--- config.mk ---
export PLATFORM = sky130hd
export DESIGN_NAME = fetch_redirect_ctrl
export DESIGN_NICKNAME = d
export VERILOG_FILES = /design/src/rtl/fetch_ctrl_pkg.sv /design/src/rtl/fetch_redirect_ctrl_sat_counter.sv /design/src/rtl/fetch_redirect_ctrl.sv
export SDC_FILE = /design/constraint.sdc
export NUM_CORES = 1
export LEC_CHECK = 0
export CORE_MARGIN = 1
export CORE_UTILIZATION = 48
export DETAILED_ROUTE_END_ITERATION = 6
export PLACE_DENSITY = 0.89
export SLEW_MARGIN = 40
export SYNTH_ARGS = -nofsm -noshare
export SYNTH_HDL_FRONTEND = slang
export SYNTH_SLANG_ARGS = --single-unit
--- constraint.sdc ---
create_clock -name clk -period 5.2 [get_ports clk]
set_input_delay 0.78 -clock clk [delete_from_list [all_inputs] [get_ports clk]]
set_output_delay 0.78 -clock clk [all_outputs]
set_load 0.05 [all_outputs]
--- src/rtl/fetch_ctrl_pkg.sv ---
// Shared encodings for the fetch redirect controller: FSM states and redirect-source codes.
// No logic here, so it adds no latency and no backpressure.
package fetch_ctrl_pkg;

  localparam int ADDR_W_DEF = 30;
  localparam int CNT_W_DEF  = 16;

  typedef enum logic [1:0] {
    RUN  = 2'd0,
    WAIT = 2'd1,
    PEND = 2'd2
  } state_t;

  typedef enum logic [1:0] {
    SRC_NONE = 2'd0,
    SRC_PEND = 2'd1,
    SRC_EX   = 2'd2,
    SRC_ID   = 2'd3
  } src_t;

endpackage

--- src/rtl/fetch_redirect_ctrl_sat_counter.sv ---
// Saturating up-counter: one step per cycle with inc high; it holds at all-ones and never wraps.
// Count is registered, so it is visible one edge after inc. No backpressure.
module sat_counter #(
  parameter int W = 16
) (
  input  logic         clk,
  input  logic         rst,
  input  logic         inc,
  output logic [W-1:0] cnt
);

  always_ff @(posedge clk or negedge rst) begin
    if (!rst) begin
      cnt <= '0;
    end else if (inc && (cnt != {W{1'b1}})) begin
      cnt <= cnt + 1'b1;
    end
  end

endmodule

--- src/rtl/fetch_redirect_ctrl.sv ---
// Fetch sequencing: arbitrates redirects against load-use stalls and a slow imem.
// Outputs are zero-latency combinational; one redirect is parked while imem is busy.
module fetch_redirect_ctrl
  import fetch_ctrl_pkg::*;
#(
  parameter int ADDR_W = ADDR_W_DEF,
  parameter int CNT_W  = CNT_W_DEF
) (
  input  logic              clk,
  input  logic              rst,
  input  logic              imem_ready,
  input  logic              stall_req,
  input  logic              ex_redirect,
  input  logic [ADDR_W-1:0] ex_target,
  input  logic              id_redirect,
  input  logic [ADDR_W-1:0] id_target,
  output logic              pc_src,
  output logic [ADDR_W-1:0] target_pc_addr,
  output logic              pc_we,
  output logic              ifid_we,
  output logic              ifid_flush,
  output logic              idex_flush,
  output logic [CNT_W-1:0]  redirect_cnt,
  output logic [CNT_W-1:0]  bubble_cnt
);

  state_t            state, state_nxt;
  logic [ADDR_W-1:0] pend_target, pend_target_nxt;
  src_t              src;
  logic [ADDR_W-1:0] cand_target;
  logic              redirect_applied;

  always_ff @(posedge clk or negedge rst) begin
    if (!rst) begin
      state       <= RUN;
      pend_target <= '0;
    end else begin
      state       <= state_nxt;
      pend_target <= pend_target_nxt;
    end
  end

  // A parked redirect outranks everything; newer redirects behind it are wrong-path.
  always_comb begin
    src         = SRC_NONE;
    cand_target = '0;
    if (state == PEND) begin
      src         = SRC_PEND;
      cand_target = pend_target;
    end else if (ex_redirect) begin
      src         = SRC_EX;
      cand_target = ex_target;
    end else if (id_redirect && !stall_req) begin
      src         = SRC_ID;
      cand_target = id_target;
    end
  end

  always_comb begin
    state_nxt        = state;
    pend_target_nxt  = pend_target;
    pc_src           = 1'b0;
    target_pc_addr   = '0;
    pc_we            = 1'b0;
    ifid_we          = 1'b0;
    ifid_flush       = 1'b0;
    idex_flush       = 1'b0;
    redirect_applied = 1'b0;
    if (!rst) begin
      state_nxt       = RUN;
      pend_target_nxt = '0;
    end else if (src != SRC_NONE) begin
      ifid_we    = 1'b1;
      ifid_flush = 1'b1;
      if (imem_ready) begin
        pc_src           = 1'b1;
        target_pc_addr   = cand_target;
        pc_we            = 1'b1;
        idex_flush       = (src == SRC_EX);
        redirect_applied = 1'b1;
        state_nxt        = RUN;
      end else begin
        // Only a fresh EX source still has a live ID/EX to kill; a parked one already did.
        idex_flush      = (src == SRC_EX);
        pend_target_nxt = cand_target;
        state_nxt       = PEND;
      end
    end else if (stall_req) begin
      idex_flush = 1'b1;
      state_nxt  = imem_ready ? RUN : WAIT;
    end else if (!imem_ready) begin
      ifid_we    = 1'b1;
      ifid_flush = 1'b1;
      state_nxt  = WAIT;
    end else begin
      pc_we     = 1'b1;
      ifid_we   = 1'b1;
      state_nxt = RUN;
    end
  end

  sat_counter #(.W(CNT_W)) u_redirect_cnt (
    .clk (clk),
    .rst (rst),
    .inc (redirect_applied),
    .cnt (redirect_cnt)
  );

  sat_counter #(.W(CNT_W)) u_bubble_cnt (
    .clk (clk),
    .rst (rst),
    .inc (ifid_flush | idex_flush),
    .cnt (bubble_cnt)
  );

endmodule

==> metrics.cfg, run 1 <==
[clocking]
cts_sinks=64
h-tree-depth=3
root_buffer=clkbuf_8
cts_resized=0
numCtsBuffers=9
cts_tree=done
clk_path_buf_depth=2
clk_pin_slew_worst_paths_ns=0.07
insertion_delay_ns=0.34
ctsHoldBuffers=0
cts_setup_buffers=0

[global_routing]
grt_pass1_wl_mm=16.6
grt_pass1_vias=3428
antenna_found_initial=0
grt_max_degree=36
grt_use_total_pct=28.3
grt_overflow=0

[floorplan]
rows=30
core_um2=6910
io_pins=133
die_h_um=87.4
initial_core_util_pct=50.7
die_area_um2=7630
fp.dieW_um=87.4

[timing]
finalSetupViolations=0
fin_crit_sh_pct=75.0
timing.fmax_mhz=256
hold_violations=0
clock_skew_ns=0.00944
worstMarginPinSlew_ns=0.766
rsz0062_at_grt=false
maxSlewHeadroom_pct=48.8
period_needed_ns=3.90
maxSlewViolCount=0
tns_ns=0

[final_layout]
drive_above_1_share_pct=14.9
n_fill_cell=473
nets=548
syn_to_final_growth_pct=54.1
diodes=0

[drt]
ant_nets=0
drtIter0Drc=183
routed_via_density=6.08
drc=0
post_drt_wl_per_cell_um=17.6
drt-pass1-iter-count=5
routed_wl_mm=10.2
num_vias=3528

[critical_path]
cp-start-kind=input pin
crit_required_ns=4.42
crit_path_end_kind=output port
rr_worst_depth=4
worst-endpoint-arrival_ns=3.12
cp_max_fo=19
worstSetupPathType=input pin to output port

[logic_synthesis]
syn_area_um2=3500
yosysWarnings=0
syn_nets=427
yosysSeqAreaShare_pct=45.8
syn_area_per_cell_um2=9.74
synth_cell_type_count=42
syn_inst=359
ys_ff_latch=64

[place]
dp_hpwl_mm=7.13
globalplace.congestion=0.774
io_buffers=132

[power_and_ir_drop]
power_density_nw_per_um2=310
irDropWorstVdd_uv=334
p_leak_nw=2.21
power_mw=1.67

[flow_run]
cap_violations=0

[run_status]
run_status=completed

[min_path]
whs_path_depth=2
hold_path.class=flop to flop

-- cell type report --
| type | count | area, um2 | area share [%] |
|---|---|---|---|
| clock buffer | 12 | 165 | 3.06 |
| tap | 96 | 120 | 2.23 |
| multi-input combinational | 261 | 1750 | 32.5 |
| sequential | 64 | 1600 | 29.7 |
| inverter | 5 | 18.8 | 0.348 |
| clock inverter | 3 | 40.0 | 0.743 |
| timing repair buffer | 139 | 1690 | 31.4 |
-- flip-flops by register name, summed over array words and instances, names as in the netlist --
signal	cells
u_redirect_cnt.cnt	16
u_bubble_cnt.cnt	16
state	2
pend_target	30
-- per-layer routing --
| layer | global-route usage [%] | part of all wire, % | wire (um) | up-vias |
|---|---|---|---|---|
| met5 | 0 | 0 | 0 | - |
| met4 | 12.4 | 2.6 | 270 | 0 |
| met3 | 5.50 | 6.8 | 696 | 28 |
| met2 | 48.4 | 52 | 5310 | 157 |
| met1 | 34.5 | 39 | 3960 | 1737 |
| li1 | - | - | - | 1606 |
-- path summary, 6_finish.rpt --
kind | from | end | slack, ns
min in group asynchronous | rst | u_bubble_cnt.cnt[15] | 0.52
setup / recovery | imem_ready | ifid_flush | 1.30
hold / removal | pend_target[21] | pend_target[21] | 0.48
max in group asynchronous | rst | pend_target[25] | 4.15
setup reg to reg | state[0] | u_bubble_cnt.cnt[1] | 3.08
hold reg to reg | pend_target[21] | pend_target[21] | 0.48
-- cells in the final DEF (no fill, tap or decap), types with 2 or more instances in the layout --
master,netlist,layout
clkdlybuf4s50_1,0,100
a21oi_1,3,2
dfrtp_1,64,64
nor2_1,38,37
clkinv_2,0,2
nand2b_4,2,2
buf_12,0,32
inv_1,4,4
nand2b_1,2,2
o41ai_1,30,30
nor3_1,33,33
and4_1,5,5
a221oi_1,30,30
nand3_2,3,3
xor2_1,6,6
clkbuf_8,0,12
nand2_1,37,37
a31oi_1,4,4
nand3_1,13,13
buf_4,1,6
nand4_1,9,9
ha_1,2,2
and3_1,6,6
xnor2_1,20,20
-- worst max-delay path: stages --
cell	delay, ns
clkdlybuf4s50_1	0.81
nand2b_1	0.34
nand2b_1	0.09
a31oi_1	0.25
clkdlybuf4s50_1	0.85
-- metrics by stage --
stage | worst slack (ns) | util [%] | area (um2) | std cells | hold slack [ns]
6_report | 1.30 | 78.0 | 5390 | 580 | 0.482
5_1_grt | 1.20 | 78.0 | 5390 | 580 | 0.509
4_1_cts | 1.34 | 78.0 | 5390 | 580 | 0.478
3_5_place_dp | 1.36 | 75.1 | 5180 | 565 | 0.463
3_3_place_gp | 1.39 | 74.8 | 5160 | 564 | 0.455
2_1_floorplan | 1.84 | - | 3500 | 359 | 0.444
-- report_power, final --
group	switching [mW]	leakage [nW]	internal [mW]
clock network	0.186	0.108	0.257
logic	0.362	1.25	0.234
registers	0.0730	0.859	0.558
total	0.621	2.21	1.05
-- Yosys cell counts (all sizes together) --
cell type   n  area share (%)
dfrtp      64              46
nand2b      4             1.1
and3        7             1.4
ha          2            0.72
a221oi     30             7.5
a21oi       3            0.43
nor4        1            0.36
xnor2      20             5.0
inv         5            0.54
nand4       9             1.6
nand2      37             4.0
and4        5             1.3
and4bb      1            0.36
and2b       1            0.21
a41oi       1            0.25
clkbuf     22             2.4
a311oi      1            0.43
o21a        1            0.21
nand3b      1            0.21
mux2        2            0.64
nor2       38             4.1
xor2        6             1.5
a31oi       5             1.3
nand3      16             2.7
o21ai       1            0.14
o41ai      31             8.3
and2        1            0.18
nor3       34             5.0
o21bai      1            0.21
buf         7             1.4
a21boi      1            0.21
a31o        1            0.50
-- cells by family after synthesis --
kind of cell / Yosys count / synth area share (%)
and+or+nand+nor: 155 / 22.5
AOI/OAI and AO/OA: 76 / 19.5
DFF: 64 / 45.8
buffers and inverters: 34 / 4.33
xor gates and xnor gates: 26 / 6.51
muxes: 2 / 0.644
adders and majority gates: 2 / 0.715
(Power assumes the default switching activity.)
==> inputs of run 2 (changes only) <==
--- a/config.mk
+++ b/config.mk
@@ -6,9 +6,9 @@
 export NUM_CORES = 1
 export LEC_CHECK = 0
 export CORE_MARGIN = 1
-export CORE_UTILIZATION = 48
+export CORE_UTILIZATION = 44
 export DETAILED_ROUTE_END_ITERATION = 6
-export PLACE_DENSITY = 0.89
+export PLACE_DENSITY = 0.83
 export SLEW_MARGIN = 40
 export SYNTH_ARGS = -nofsm -noshare
 export SYNTH_HDL_FRONTEND = slang
==> constraint.sdc (replaced) <==
create_clock -name clk -period 3.6 [get_ports clk]
set_input_delay 0.54 -clock clk [delete_from_list [all_inputs] [get_ports clk]]
set_output_delay 0.54 -clock clk [all_outputs]
set_load 0.05 [all_outputs]
==> run 2 against run 1 <==
Effect of this change:
- clock skew is 0.0018 ns lower
- die area is 8.9% higher
- flip-flop and latch count stayed put
- clock-buffer cell count is 2 lower
- via count is 1.6% higher
- first-iteration DRC count is 36% higher
- critical path depth stayed put
- power is 51% higher
- critical endpoint is now target_pc_addr[17]
==> metrics.cfg, run 2 (synthesized netlist as in run 1, its figures left out) <==
[critical_path]
worstSetupPathType=input pin to output port
cp-start-kind=input pin
critPathMaxStageDelay_ns=0.89
crit_chain=clkdlybuf4s50_1, nand3_1, buf_4, nor3_1, buf_12
crit_path_end_kind=output port
worst-endpoint-arrival_ns=2.49
cp_max_fo=18
crit_required_ns=3.06
cp_slowest_cell=clkdlybuf4s50_1

[floorplan]
rows=32
io_pins=133
fp.dieW_um=91.2
die_h_um=91.2
die_area_um2=8310
core_um2=7730
initial_core_util_pct=45.3

[place]
dp_hpwl_mm=7.65
io_buffers=132
post-place-ws_ns=0.609
globalplace.congestion=0.825

[clocking]
cts_sinks=64
numCtsBuffers=9
cts_resized=0
h-tree-depth=3
root_buffer=clkbuf_8
cts_tree=done
clk_path_buf_depth=2
cts_setup_buffers=0
insertion_delay_ns=0.34
ctsHoldBuffers=0
clk_pin_slew_worst_paths_ns=0.07

[global_routing]
top_usage_layer=met2
grt.met3_usage_pct=5.70
grt_max_degree=36
use_met1_pct=32.9
grt_pass1_vias=3460
grt_use_total_pct=26.8
grt_overflow=0
grt_pass1_wl_mm=17.4
use_met2_pct=44.3
antenna_found_initial=0

[final_layout]
diodes=0
largest_reg_flops=30
nets=552
regMostFlops=pend_target
syn_to_final_growth_pct=56.8
layout_common_cells=clkdlybuf4s50_1, dfrtp_1, nor2_1, nand2_1, buf_12
drive_above_1_share_pct=16.2
reg_top3=pend_target x30, u_bubble_cnt.cnt x16, u_redirect_cnt.cnt x16
final_common_cell=clkdlybuf4s50_1

[timing]
tns_ns=0
finalSetupViolations=0
maxSlewViolCount=0
clock_skew_ns=0.00763
worstMarginPinSlew_ns=0.740
timing.fmax_mhz=330
maxSlewHeadroom_pct=50.7
rsz0062_at_grt=false
setup_ws_ns=0.569
fin_crit_sh_pct=84.2
period_needed_ns=3.03
hold_violations=0

[min_path]
hold_path.class=input pin to asynchronous set/reset pin

[power_and_ir_drop]
seq_power_share_pct=36.3
switching_share_pct=36.2
internal_power_mw=1.61
power_density_nw_per_um2=460
clockPowerShare_pct=29.3
p_switching_mw=0.914
pwr-share-comb_pct=34.5
irDropWorstVdd_uv=568
p_leak_nw=2.26

[run_status]
run_status=completed

[flow_run]
cap_violations=0

[drt]
ant_nets=0
drc=0
post_drt_wl_per_cell_um=18.4
routed_via_density=6.06
drt-pass1-iter-count=7
num_vias=3583
routed_wl_mm=10.9
drtIter0Drc=249

[run 2: changes by cell type in the layout (fill, tap and decap cells not counted), sizes merged]
cell and change:
buf +8, clkdlybuf4s50 -4, bufinv +2, clkbuf -2, clkinvlp +1
[run 2: path summary, 6_finish.rpt]
| path | startpoint | end | slack (ns) | cells after the start |
|---|---|---|---|---|
| max | imem_ready | target_pc_addr[17] | 0.57 | 5 |
| min | rst | state[0] | 0.15 | 1 |
| max reg2reg | state[0] | u_bubble_cnt.cnt[1] | 1.13 | 5 |
| min reg2reg | pend_target[3] | pend_target[3] | 0.48 | 2 |
| max in group asynchronous | rst | pend_target[0] | 2.77 | 2 |
| min in group clk | pend_target[3] | pend_target[3] | 0.48 | 2 |
[run 2: worst max-delay path: cells and delay by family]
kind	cells	cell delay, ns
buffers and inverters	3	1.34
AND/OR/NAND/NOR	2	0.60
[run 2: final cells by class]
type,count,area [um2]
fill,556,2240
multi-input combinational,261,1750
timing repair buffer,143,1750
sequential,64,1600
clock buffer,10,128
tap,102,128
clock inverter,6,108
inverter,5,18.8
[run 2: power groups by stage]
stage,clock [mW],combinational [mW],sequential (mW)
floorplan,0,0.289,1.13
global placement,0,0.852,0.916
detailed placement,0,0.868,0.925
CTS,0.746,0.873,0.913
global route,0.772,0.915,0.929
finish,0.738,0.869,0.915
[run 2: stage by stage]
stage | cell area [um2] | util [%] | total power, mW | hold slack [ns] | instances
final | 5480 | 71.0 | 2.52 | 0.154 | 591
after CTS | 5480 | 71.0 | 2.53 | 0.151 | 591
after floorplan | 3500 | - | 1.42 | 0.244 | 359
after global placement | 5250 | 67.9 | 1.77 | 0.455 | 575
after detailed placement | 5250 | 67.9 | 1.79 | 0.464 | 575
after global routing | 5480 | 71.0 | 2.62 | 0.173 | 591
[run 2: per-layer routing]
layer  vias to the layer above  part of all wire (%)
met4                         0                   3.5
met1                      1758                    40
met3                        28                   6.3
met5                         -                     0
met2                       177                    50
li1                       1620                     -
==> inputs of run 3 (changes only) <==
==> constraint.sdc (replaced) <==
create_clock -name clk -period 2.8 [get_ports clk]
set_input_delay 0.42 -clock clk [delete_from_list [all_inputs] [get_ports clk]]
set_output_delay 0.42 -clock clk [all_outputs]
set_load 0.05 [all_outputs]
==> run 3 against run 2 <==
Effect of this change:
- power up 18%
- hold slack better by 0.33 ns
- clock power decreased by 11%
- clock skew is 0.0032 ns lower
- first-iteration DRC count is 23% lower
- cell count increased by 0.51%
- global-route usage is 0.56 points lower
- critical path type unchanged
- critical endpoint is now target_pc_addr[26]
==> metrics.cfg, run 3 (synthesized netlist as in run 1, its figures left out) <==
[final_layout]
instances_no_fill=594
nets=556
syn_to_final_growth_pct=58.5
drive_above_1_share_pct=18.7
reg_top3=pend_target x30, u_bubble_cnt.cnt x16, u_redirect_cnt.cnt x16
final_common_cell=clkdlybuf4s50_1
n_fill_cell=540
regMostFlops=pend_target
layout_common_cells=clkdlybuf4s50_1, dfrtp_1, nor2_1, nand2_1, buf_12
largest_reg_flops=30

[critical_path]
cp_max_fo=10
crit_family=buffers and inverters
path_buf_inv=4
cp_slowest_cell=clkdlybuf4s50_1
crit_required_ns=2.38
worstSetupPathType=input pin to output port
rr_endpoint=u_redirect_cnt.cnt[1]
critPathMaxStageDelay_ns=0.53
worst-endpoint-arrival_ns=2.31
rr_worst_depth=6
ff2ff_setup_slack_ns=0.73
crit_chain=clkdlybuf4s50_1, nand2b_4, buf_4, nand3_1, nand3_1, buf_4, nor3_1, buf_12
crit_path_end_kind=output port
cp-start-kind=input pin
worstReg2RegStart=state[0]

[place]
dp_hpwl_mm=7.38
globalplace.congestion=0.824
io_buffers=132
dpl.cell_count=577

[power_and_ir_drop]
p_leak_nw=2.26
irDropWorstVdd_uv=633
power_density_nw_per_um2=536

[global_routing]
antenna_found_initial=1
grt_pass1_vias=3460
grt_overflow=0
grt_pass1_wl_mm=17.2
grt_use_total_pct=26.2
grt_max_degree=40

[floorplan]
die_area_um2=8310
io_pins=133
core_um2=7730
die_h_um=91.2
fp.dieW_um=91.2
initial_core_util_pct=45.3
rows=32

[flow_run]
cap_violations=0

[min_path]
min_from=pend_target[24]
hold_path.class=flop to flop
whs_path_depth=2
hold_end=pend_target[24]

[clocking]
root_buffer=clkbuf_8
insertion_delay_ns=0.33
cts_tree=done
numCtsBuffers=9
cts_setup_buffers=0
h-tree-depth=3
clk_path_buf_depth=2
clk_pin_slew_worst_paths_ns=0.06
cts_sinks=64

[timing]
clock_skew_ns=0.00446
maxSlewHeadroom_pct=63.4
rsz0062_at_grt=true
hold_violations=0
worstMarginPinSlew_ns=0.549
timing.fmax_mhz=366
maxSlewViolCount=0
tns_ns=0
fin_crit_sh_pct=97.6
finalSetupViolations=0
period_needed_ns=2.73

[drt]
ant_nets=0
post_drt_wl_per_cell_um=18.2
drc=0
routed_via_density=5.92
routed_wl_mm=10.8
drt-pass1-iter-count=4
num_vias=3514
drtIter0Drc=191

[run_status]
run_status=completed

==> run 3: cell types whose count changed in the layout (fill, tap and decap cells not counted), sizes merged <==
cell,delta
dlygate4sd3,+1
dlymetal6s2s,+1
buf,+1
clkinvlp,-1
nor2,+1
clkdlybuf4s50,-1
diode,+1
clkbuf,+4
bufinv,-3
clkinv,-1
==> run 3: area by class of cell <==
| type | count | area (um2) | area share, % |
|---|---|---|---|
| multi-input cells | 262 | 1840 | 33.1 |
| repair buffers | 146 | 1800 | 32.5 |
| flip-flops and latches | 64 | 1600 | 28.9 |
| clock buffers | 13 | 149 | 2.68 |
| well taps | 102 | 128 | 2.30 |
| inverters | 5 | 18.8 | 0.338 |
| clock inverters | 1 | 5.00 | 0.0902 |
| diodes | 1 | 2.50 | 0.0451 |
==> run 3: timing repair <==
item	4_1_cts	5_1_grt
hold endpoints to repair	9	0
hold buffers	1	0
setup endpoints to repair	2	30
resized for setup	2	15
cloned	0	1
==> run 3: worst min-delay path, delay by kind of cell, from the launching register on <==
family | cells | cell delay [ns]
AOI/OAI and AO/OA | 1 | 0.06
DFF | 1 | 0.34
and+or+nand+nor | 1 | 0.05
==> run 3: metal layers <==
metal / vias to the layer above / GRT usage (%) / part of all wire [%]
li1: 1620 / - / -
met1: 1744 / 33.7 / 42
met2: 125 / 40.9 / 48
met3: 25 / 6.95 / 6.3
met4: 0 / 13.0 / 3.3
met5: - / 0 / 0
==> run 3: worst max path at each step <==
stage | start | end | slack, ns | depth (start not counted)
2_1_floorplan | ex_redirect | target_pc_addr[0] | 0.16 | 6
3_3_place_gp | id_redirect | target_pc_addr[17] | -0.42 | 6
3_5_place_dp | id_redirect | target_pc_addr[17] | -0.03 | 6
4_1_cts | id_redirect | target_pc_addr[28] | 0.005 | 6
5_1_grt | id_redirect | target_pc_addr[29] | 0.005 | 8
6_report | id_redirect | target_pc_addr[26] | 0.07 | 8
==> run 3: report_power, final <==
group | leakage, nW | switching, mW | total (mW) | internal (mW)
sequential | 0.859 | 0.138 | 1.18 | 1.04
combinational | 1.33 | 0.687 | 1.14 | 0.455
clock | 0.0794 | 0.322 | 0.658 | 0.335
total | 2.26 | 1.15 | 2.97 | 1.83
==> run 3: metrics by stage <==
stage	setup WS (ns)	util [%]	area [um2]	total power [mW]	hold WS, ns
after floorplan	0.156	-	3500	1.83	0.124
after global placement	-0.425	68.4	5290	2.28	0.342
after detailed placement	-0.0274	68.5	5290	2.31	0.344
after CTS	0.00483	70.8	5470	2.97	0.479
after global routing	0.00472	71.8	5550	3.11	0.489
final	0.0672	71.8	5550	2.97	0.482
